===== config.mk =====
export PLATFORM = sky130hd
export DESIGN_NAME = shift_pipe_flat
export DESIGN_NICKNAME = d
export VERILOG_FILES = /design/src/rtl/shift_pipe_if.sv /design/src/rtl/shift_pipe.sv /design/src/flat_wrapper.sv
export SDC_FILE = /design/constraint.sdc
export NUM_CORES = 1
export LEC_CHECK = 0
export ABC_AREA = 1
export CAP_MARGIN = 10
export CORE_UTILIZATION = 37
export CTS_CLUSTER_DIAMETER = 80
export CTS_CLUSTER_SIZE = 14
export DETAILED_ROUTE_END_ITERATION = 10
export PLACE_DENSITY_LB_ADDON = 0.08
export SYNTH_ARGS = -nofsm -noshare
export SYNTH_HDL_FRONTEND = slang
export SYNTH_SLANG_ARGS = --single-unit

===== constraint.sdc =====
create_clock -name clock -period 4.35 [get_ports clock]
set_input_delay 0.6525 -clock clock [delete_from_list [all_inputs] [get_ports clock]]
set_output_delay 0.6525 -clock clock [all_outputs]
set_load 0.02 [all_outputs]

===== src/rtl/shift_pipe_if.sv =====
// Handshake bundle for shift_pipe: request side (in_*) and result side (out_*).
// The slave modport is the shift unit; the master modport is whoever drives it.
interface shift_pipe_if #(
    parameter int WIDTH = 32,
    parameter int TAG_W = 5
);
    localparam int SW = $clog2(WIDTH);

    logic             in_valid;
    logic             in_ready;
    logic [WIDTH-1:0] in_data;
    logic [SW-1:0]    in_shamt;
    logic [1:0]       in_op;
    logic [TAG_W-1:0] in_tag;

    logic             out_valid;
    logic             out_ready;
    logic [WIDTH-1:0] out_data;
    logic             out_carry;
    logic             out_zero;
    logic [TAG_W-1:0] out_tag;

    modport master (
        output in_valid, in_data, in_shamt, in_op, in_tag, out_ready,
        input  in_ready, out_valid, out_data, out_carry, out_zero, out_tag
    );

    modport slave (
        input  in_valid, in_data, in_shamt, in_op, in_tag, out_ready,
        output in_ready, out_valid, out_data, out_carry, out_zero, out_tag
    );
endinterface


===== src/rtl/shift_pipe.sv =====
// Two-stage pipelined shifter (SLL/SRL/SRA/ROL) with carry and zero flags.
// Stage 1 shifts by shamt[1:0]; stage 2 shifts by the remaining multiple of 4.
module shift_pipe #(
    parameter int WIDTH = 32,
    parameter int TAG_W = 5
) (
    input  logic        clock,
    input  logic        reset_n,
    shift_pipe_if.slave bus
);
    localparam int SW = $clog2(WIDTH);

    function automatic logic [WIDTH-1:0] shift_by(
        input logic [WIDTH-1:0] d,
        input logic [1:0]       op,
        input logic [SW-1:0]    amt
    );
        logic [2*WIDTH-1:0] dbl;
        dbl      = {d, d} << amt;
        shift_by = '0;
        case (op)
            2'b00:   shift_by = d << amt;
            2'b01:   shift_by = d >> amt;
            2'b10:   shift_by = $unsigned($signed(d) >>> amt);
            default: shift_by = dbl[2*WIDTH-1:WIDTH];
        endcase
    endfunction

    logic             s1_valid;
    logic [WIDTH-1:0] s1_data;
    logic [1:0]       s1_op;
    logic [SW-1:0]    s1_shamt;
    logic [TAG_W-1:0] s1_tag;
    logic             s1_carry;

    logic             s2_adv;
    logic             s1_adv;
    logic [SW-1:0]    lo_amt;
    logic [SW-1:0]    hi_amt;
    logic [SW-1:0]    lidx;
    logic [SW-1:0]    ridx;
    logic [WIDTH-1:0] s1_next;
    logic [WIDTH-1:0] s2_next;
    logic             carry_next;

    always_comb begin
        s2_adv      = !bus.out_valid || bus.out_ready;
        s1_adv      = !s1_valid || s2_adv;
        bus.in_ready = s1_adv;
    end

    // Carry depends only on the original operand and full shamt, so it is
    // resolved in stage 1; for ROL in_data[WIDTH-shamt] is the final bit 0.
    always_comb begin
        lo_amt     = SW'(bus.in_shamt[1:0]);
        lidx       = '0 - bus.in_shamt;
        ridx       = bus.in_shamt - SW'(1);
        s1_next    = shift_by(bus.in_data, bus.in_op, lo_amt);
        carry_next = 1'b0;
        if (bus.in_shamt != '0) begin
            if (bus.in_op == 2'b01 || bus.in_op == 2'b10)
                carry_next = bus.in_data[ridx];
            else
                carry_next = bus.in_data[lidx];
        end
    end

    // Stage-1 SRA keeps the original sign in the MSB because it shifts by at most 3.
    always_comb begin
        hi_amt  = s1_shamt & ~SW'(3);
        s2_next = shift_by(s1_data, s1_op, hi_amt);
    end

    always_ff @(posedge clock) begin
        if (!reset_n) begin
            s1_valid      <= 1'b0;
            s1_data       <= '0;
            s1_op         <= '0;
            s1_shamt      <= '0;
            s1_tag        <= '0;
            s1_carry      <= 1'b0;
            bus.out_valid <= 1'b0;
            bus.out_data  <= '0;
            bus.out_carry <= 1'b0;
            bus.out_zero  <= 1'b0;
            bus.out_tag   <= '0;
        end else begin
            if (s1_adv) begin
                s1_valid <= bus.in_valid;
            end
            if (s1_adv && bus.in_valid) begin
                s1_data  <= s1_next;
                s1_op    <= bus.in_op;
                s1_shamt <= bus.in_shamt;
                s1_tag   <= bus.in_tag;
                s1_carry <= carry_next;
            end
            if (s2_adv) begin
                bus.out_valid <= s1_valid;
            end
            if (s2_adv && s1_valid) begin
                bus.out_data  <= s2_next;
                bus.out_carry <= s1_carry;
                bus.out_zero  <= (s2_next == '0);
                bus.out_tag   <= s1_tag;
            end
        end
    end
endmodule

===== src/flat_wrapper.sv =====
// flat-port wrapper written by rule: the top's interface ports become plain ports
module shift_pipe_flat 
#(
    parameter int WIDTH = 32,
    parameter int TAG_W = 5
)
  (clock, reset_n, bus_in_valid, bus_in_data, bus_in_shamt, bus_in_op, bus_in_tag, bus_out_ready, bus_in_ready, bus_out_valid, bus_out_data, bus_out_carry, bus_out_zero, bus_out_tag);
  shift_pipe_if #(.WIDTH(WIDTH), .TAG_W(TAG_W)) bus_i ();
  input  logic clock;
  input  logic reset_n;
  input wire logic [$bits(bus_i.in_valid)-1:0] bus_in_valid;
  input wire logic [$bits(bus_i.in_data)-1:0] bus_in_data;
  input wire logic [$bits(bus_i.in_shamt)-1:0] bus_in_shamt;
  input wire logic [$bits(bus_i.in_op)-1:0] bus_in_op;
  input wire logic [$bits(bus_i.in_tag)-1:0] bus_in_tag;
  input wire logic [$bits(bus_i.out_ready)-1:0] bus_out_ready;
  output wire logic [$bits(bus_i.in_ready)-1:0] bus_in_ready;
  output wire logic [$bits(bus_i.out_valid)-1:0] bus_out_valid;
  output wire logic [$bits(bus_i.out_data)-1:0] bus_out_data;
  output wire logic [$bits(bus_i.out_carry)-1:0] bus_out_carry;
  output wire logic [$bits(bus_i.out_zero)-1:0] bus_out_zero;
  output wire logic [$bits(bus_i.out_tag)-1:0] bus_out_tag;
  assign bus_i.in_valid = bus_in_valid;
  assign bus_i.in_data = bus_in_data;
  assign bus_i.in_shamt = bus_in_shamt;
  assign bus_i.in_op = bus_in_op;
  assign bus_i.in_tag = bus_in_tag;
  assign bus_i.out_ready = bus_out_ready;
  assign bus_in_ready = bus_i.in_ready;
  assign bus_out_valid = bus_i.out_valid;
  assign bus_out_data = bus_i.out_data;
  assign bus_out_carry = bus_i.out_carry;
  assign bus_out_zero = bus_i.out_zero;
  assign bus_out_tag = bus_i.out_tag;
  shift_pipe #(.WIDTH(WIDTH), .TAG_W(TAG_W)) u_core (.clock(clock), .reset_n(reset_n), .bus(bus_i));
endmodule

==> impl_metrics.tcl <==
set metrics [dict create \
    ant_nets 0 \
    antenna_cells 0 \
    hpwl_mm 21.6 \
    drc 0 \
    worst_clock_skew_ns 0.0107 \
    crit_chain "nand2_1, inv_2, nor2_1, o21ai_0, nor2_1, nand2_1, nand2_1, nand2_1, nor2_1, nand2_1, nor2_1, nand2_1, a21oi_1" \
    cts_buffers 9 \
    critPathLaunchType "flop" \
    crit_path_max_fanout 23 \
    synth-seq-cells 84 \
    fin_util 0.437 \
    cts_sinks 84 \
    crit_top_cell "nand2_1" \
    layout.nets 1454 \
    cts_root_buf "clkbuf_16" \
    finalHoldWorstSlack_ns 0.482 \
    syn_inst 1380 \
    max_freq_mhz 348 \
    grt_setup_unrepaired "false" \
    rr_worst_depth 13 \
    arrival_ns 3.15 \
    via_per_inst 5.59 \
    timing.final.ws_setup_ns 1.48 \
    max_stage_delay_ns 0.54 \
    drive_above_1_share 0.0384 \
    fp.dieW_um 146 \
    place_ws_ns 1.34 \
    relSlewSlack 0.420 \
    reg2reg_from "u_core.s1_op[0]$_SDFFE_PN0P_" \
    critPathKind "reg -> reg" \
    dr.pass1.iters 5 \
    core.rowCount 52 \
    antenna_found_initial 0 \
    clockBufferDepth 2 \
    clk_pin_slew_ns 0.07 \
    hold_end "u_core.s1_tag[3]$_SDFFE_PN0P_" \
    gp_congestion 0.950 \
    drt_iter0_markers 969 \
    io_buffers 88 \
    status "completed" \
    hold_path.startpoint "u_core.s1_tag[3]$_SDFFE_PN0P_" \
    syn-num-nets 1434 \
    synth_warnings 0 \
    end_kind "flop" \
    synth.distinct_cells 36 \
    final_hold_viol_count 0 \
    critical-path-top-delay-family "simple AND/OR/NAND/NOR gates" \
    maxCapViolCount 0 \
    slew_violations 0 \
    ys_seq_area_frac 0.219 \
    holdPathStages 2 \
    tightest_slew_ns 0.870 \
    clk_latency_ns 0.36 \
    die-area_um2 21300 \
    setup_viol 0 \
    start_util 0.378 \
    period_share 0.660 \
    regToRegEndpoint "u_core.bus.out_zero$_SDFFE_PN0P_" \
    p_leak_nw 4.27 \
    startpoint "u_core.s1_op[0]$_SDFFE_PN0P_" \
    cts_tree "done" \
    peakVddDrop_uv 178 \
    grt_max_degree 68 \
    grt.total_usage 0.275 \
    period_needed_ns 2.87 \
    cts_hold_buf 0 \
    tns_ns 0 \
    die_h_um 146 \
    wl_per_cell_um 17.5 \
    coreArea_um2 20300 \
    powerDensity_nw_per_um2 296 \
    cp_num_buf_inv 1 \
    hp-class "reg -> reg" \
    ctsResizeCount 0 \
    crit_slowest_cell "nor2_1" \
    r2r_slack_ns 1.48 \
    synth_area_um2 7670 \
    worstPathRequired_ns 4.63 \
    syn_to_final_growth_pct 15.5 \
    overflow 0 \
    htree_levels 3 \
    grt_pass1_wl_mm 46.5 \
    ios 89 \
    avgSynthCellArea_um2 5.56 \
    first_global_vias 8372 \
    wirelength_mm 29.3 \
    cts_setup_buffers 0 \
    num_vias 9362 \
]
==> Yosys cell counts, drive strengths merged <==
library cell  number  area [um2]
buf               45         250
a21boi             6        45.0
nor2             121         457
a32o               2        20.0
xor2               3        26.3
a21oi            104         521
clkbuf            52         195
nand3            213        1070
a21o               2        15.0
o31ai              1        7.51
or2                1        6.26
nand2            411        1570
a22oi              1        7.51
nor3               3        20.0
xnor2              1        8.76
nand3b             4        30.0
and2               4        25.0
o21a               2        15.0
ha                 6        75.1
o221ai            14         123
o22ai              1        6.26
o21ai            122         611
dfxtp             84        1680
a31oi              5        31.3
inv              113         427
o211ai            56         420
nand4              3        18.8
==> metal layers <==
metal / part of all wire / routed length, um / track usage / vias to the layer above
met2: 0.45 / 13100 / 0.435 / 343
met3: 0.060 / 1750 / 0.0369 / 37
met4: 0.021 / 628 / 0.0755 / 0
met5: 0 / 0 / 0 / -
met1: 0.47 / 13900 / 0.389 / 4332
li1: - / - / - / 4650
==> worst max path at each step <==
stage / end / slack, ns / cells after the start
after floorplan: u_core.s1_carry$_SDFFE_PN0P_ / 1.51 / 14
after global placement: u_core.s1_data[21]$_SDFFE_PN0P_ / 1.37 / 10
after detailed placement: u_core.s1_data[22]$_SDFFE_PN0P_ / 1.34 / 10
after CTS: u_core.bus.out_zero$_SDFFE_PN0P_ / 1.57 / 11
after global routing: u_core.bus.out_zero$_SDFFE_PN0P_ / 1.28 / 13
final: u_core.bus.out_zero$_SDFFE_PN0P_ / 1.48 / 13
==> logic make-up (layout without fill, tap and decap cells) <==
kind of cell    after synthesis  after routing  synth area share
buf+inv                     210            235             0.114
compound gates              316            316             0.237
simple gates                760            760             0.415
flops                        84             84             0.219
xor+xnor                      4              4           0.00457
fa+ha+maj                     6              6           0.00978
==> final cells by class <==
type	instances	area, um2
clock buffers	9	225
multi-input cells	1086	5120
fillers	2298	11400
clock inverters	7	65.1
inverters	113	427
well taps	270	338
flip-flops and latches	84	1680
repair buffers	106	1010
==> report_power, final <==
part           switching, mW  internal, mW
clock network          0.368         0.402
logic                  0.644         0.324
registers             0.0607         0.829
total                   1.07          1.55
==> cell usage in the layout (no fill, tap or decap), types with 9 or more instances in the layout <==
cell,count
nand2_1,402
nand3_1,213
nor2_1,120
o21ai_0,119
inv_1,108
a21oi_1,104
clkdlybuf4s50_1,86
dfxtp_1,83
o211ai_1,56
buf_4,18
o221ai_1,14
nand2_2,9
clkbuf_16,9
==> per-stage QoR <==
step	instances	power [mW]	instance area (um2)
after floorplan	1380	1.53	7670
after global placement	1659	1.86	8570
after detailed placement	1659	1.86	8570
after CTS	1675	2.63	8860
after global routing	1675	2.78	8860
final	1675	2.63	8860
==> worst register-to-register path, stage by stage (launching register included) <==
cell and delay [ns]:
dfxtp_1 0.35, nand2_1 0.53, inv_2 0.43, nor2_1 0.55, o21ai_0 0.17, nor2_1 0.11
nand2_1 0.06, nand2_1 0.14, nand2_1 0.07, nor2_1 0.10, nand2_1 0.06, nor2_1 0.08
nand2_1 0.06, a21oi_1 0.11
==> state kept, by name (all words and copies together) (netlist names) <==
signal and flops:
u_core.s1_shamt 3, u_core.bus.out_data 32, u_core.bus.out_tag 5, u_core.s1_tag 5
u_core.bus.out_carry 1, u_core.bus.out_zero 1, u_core.s1_carry 1, u_core.s1_data 32
u_core.s1_valid 1, u_core.s1_op 2, u_core.bus.out_valid 1
Note: power is estimated with default switching activity, not from simulation.
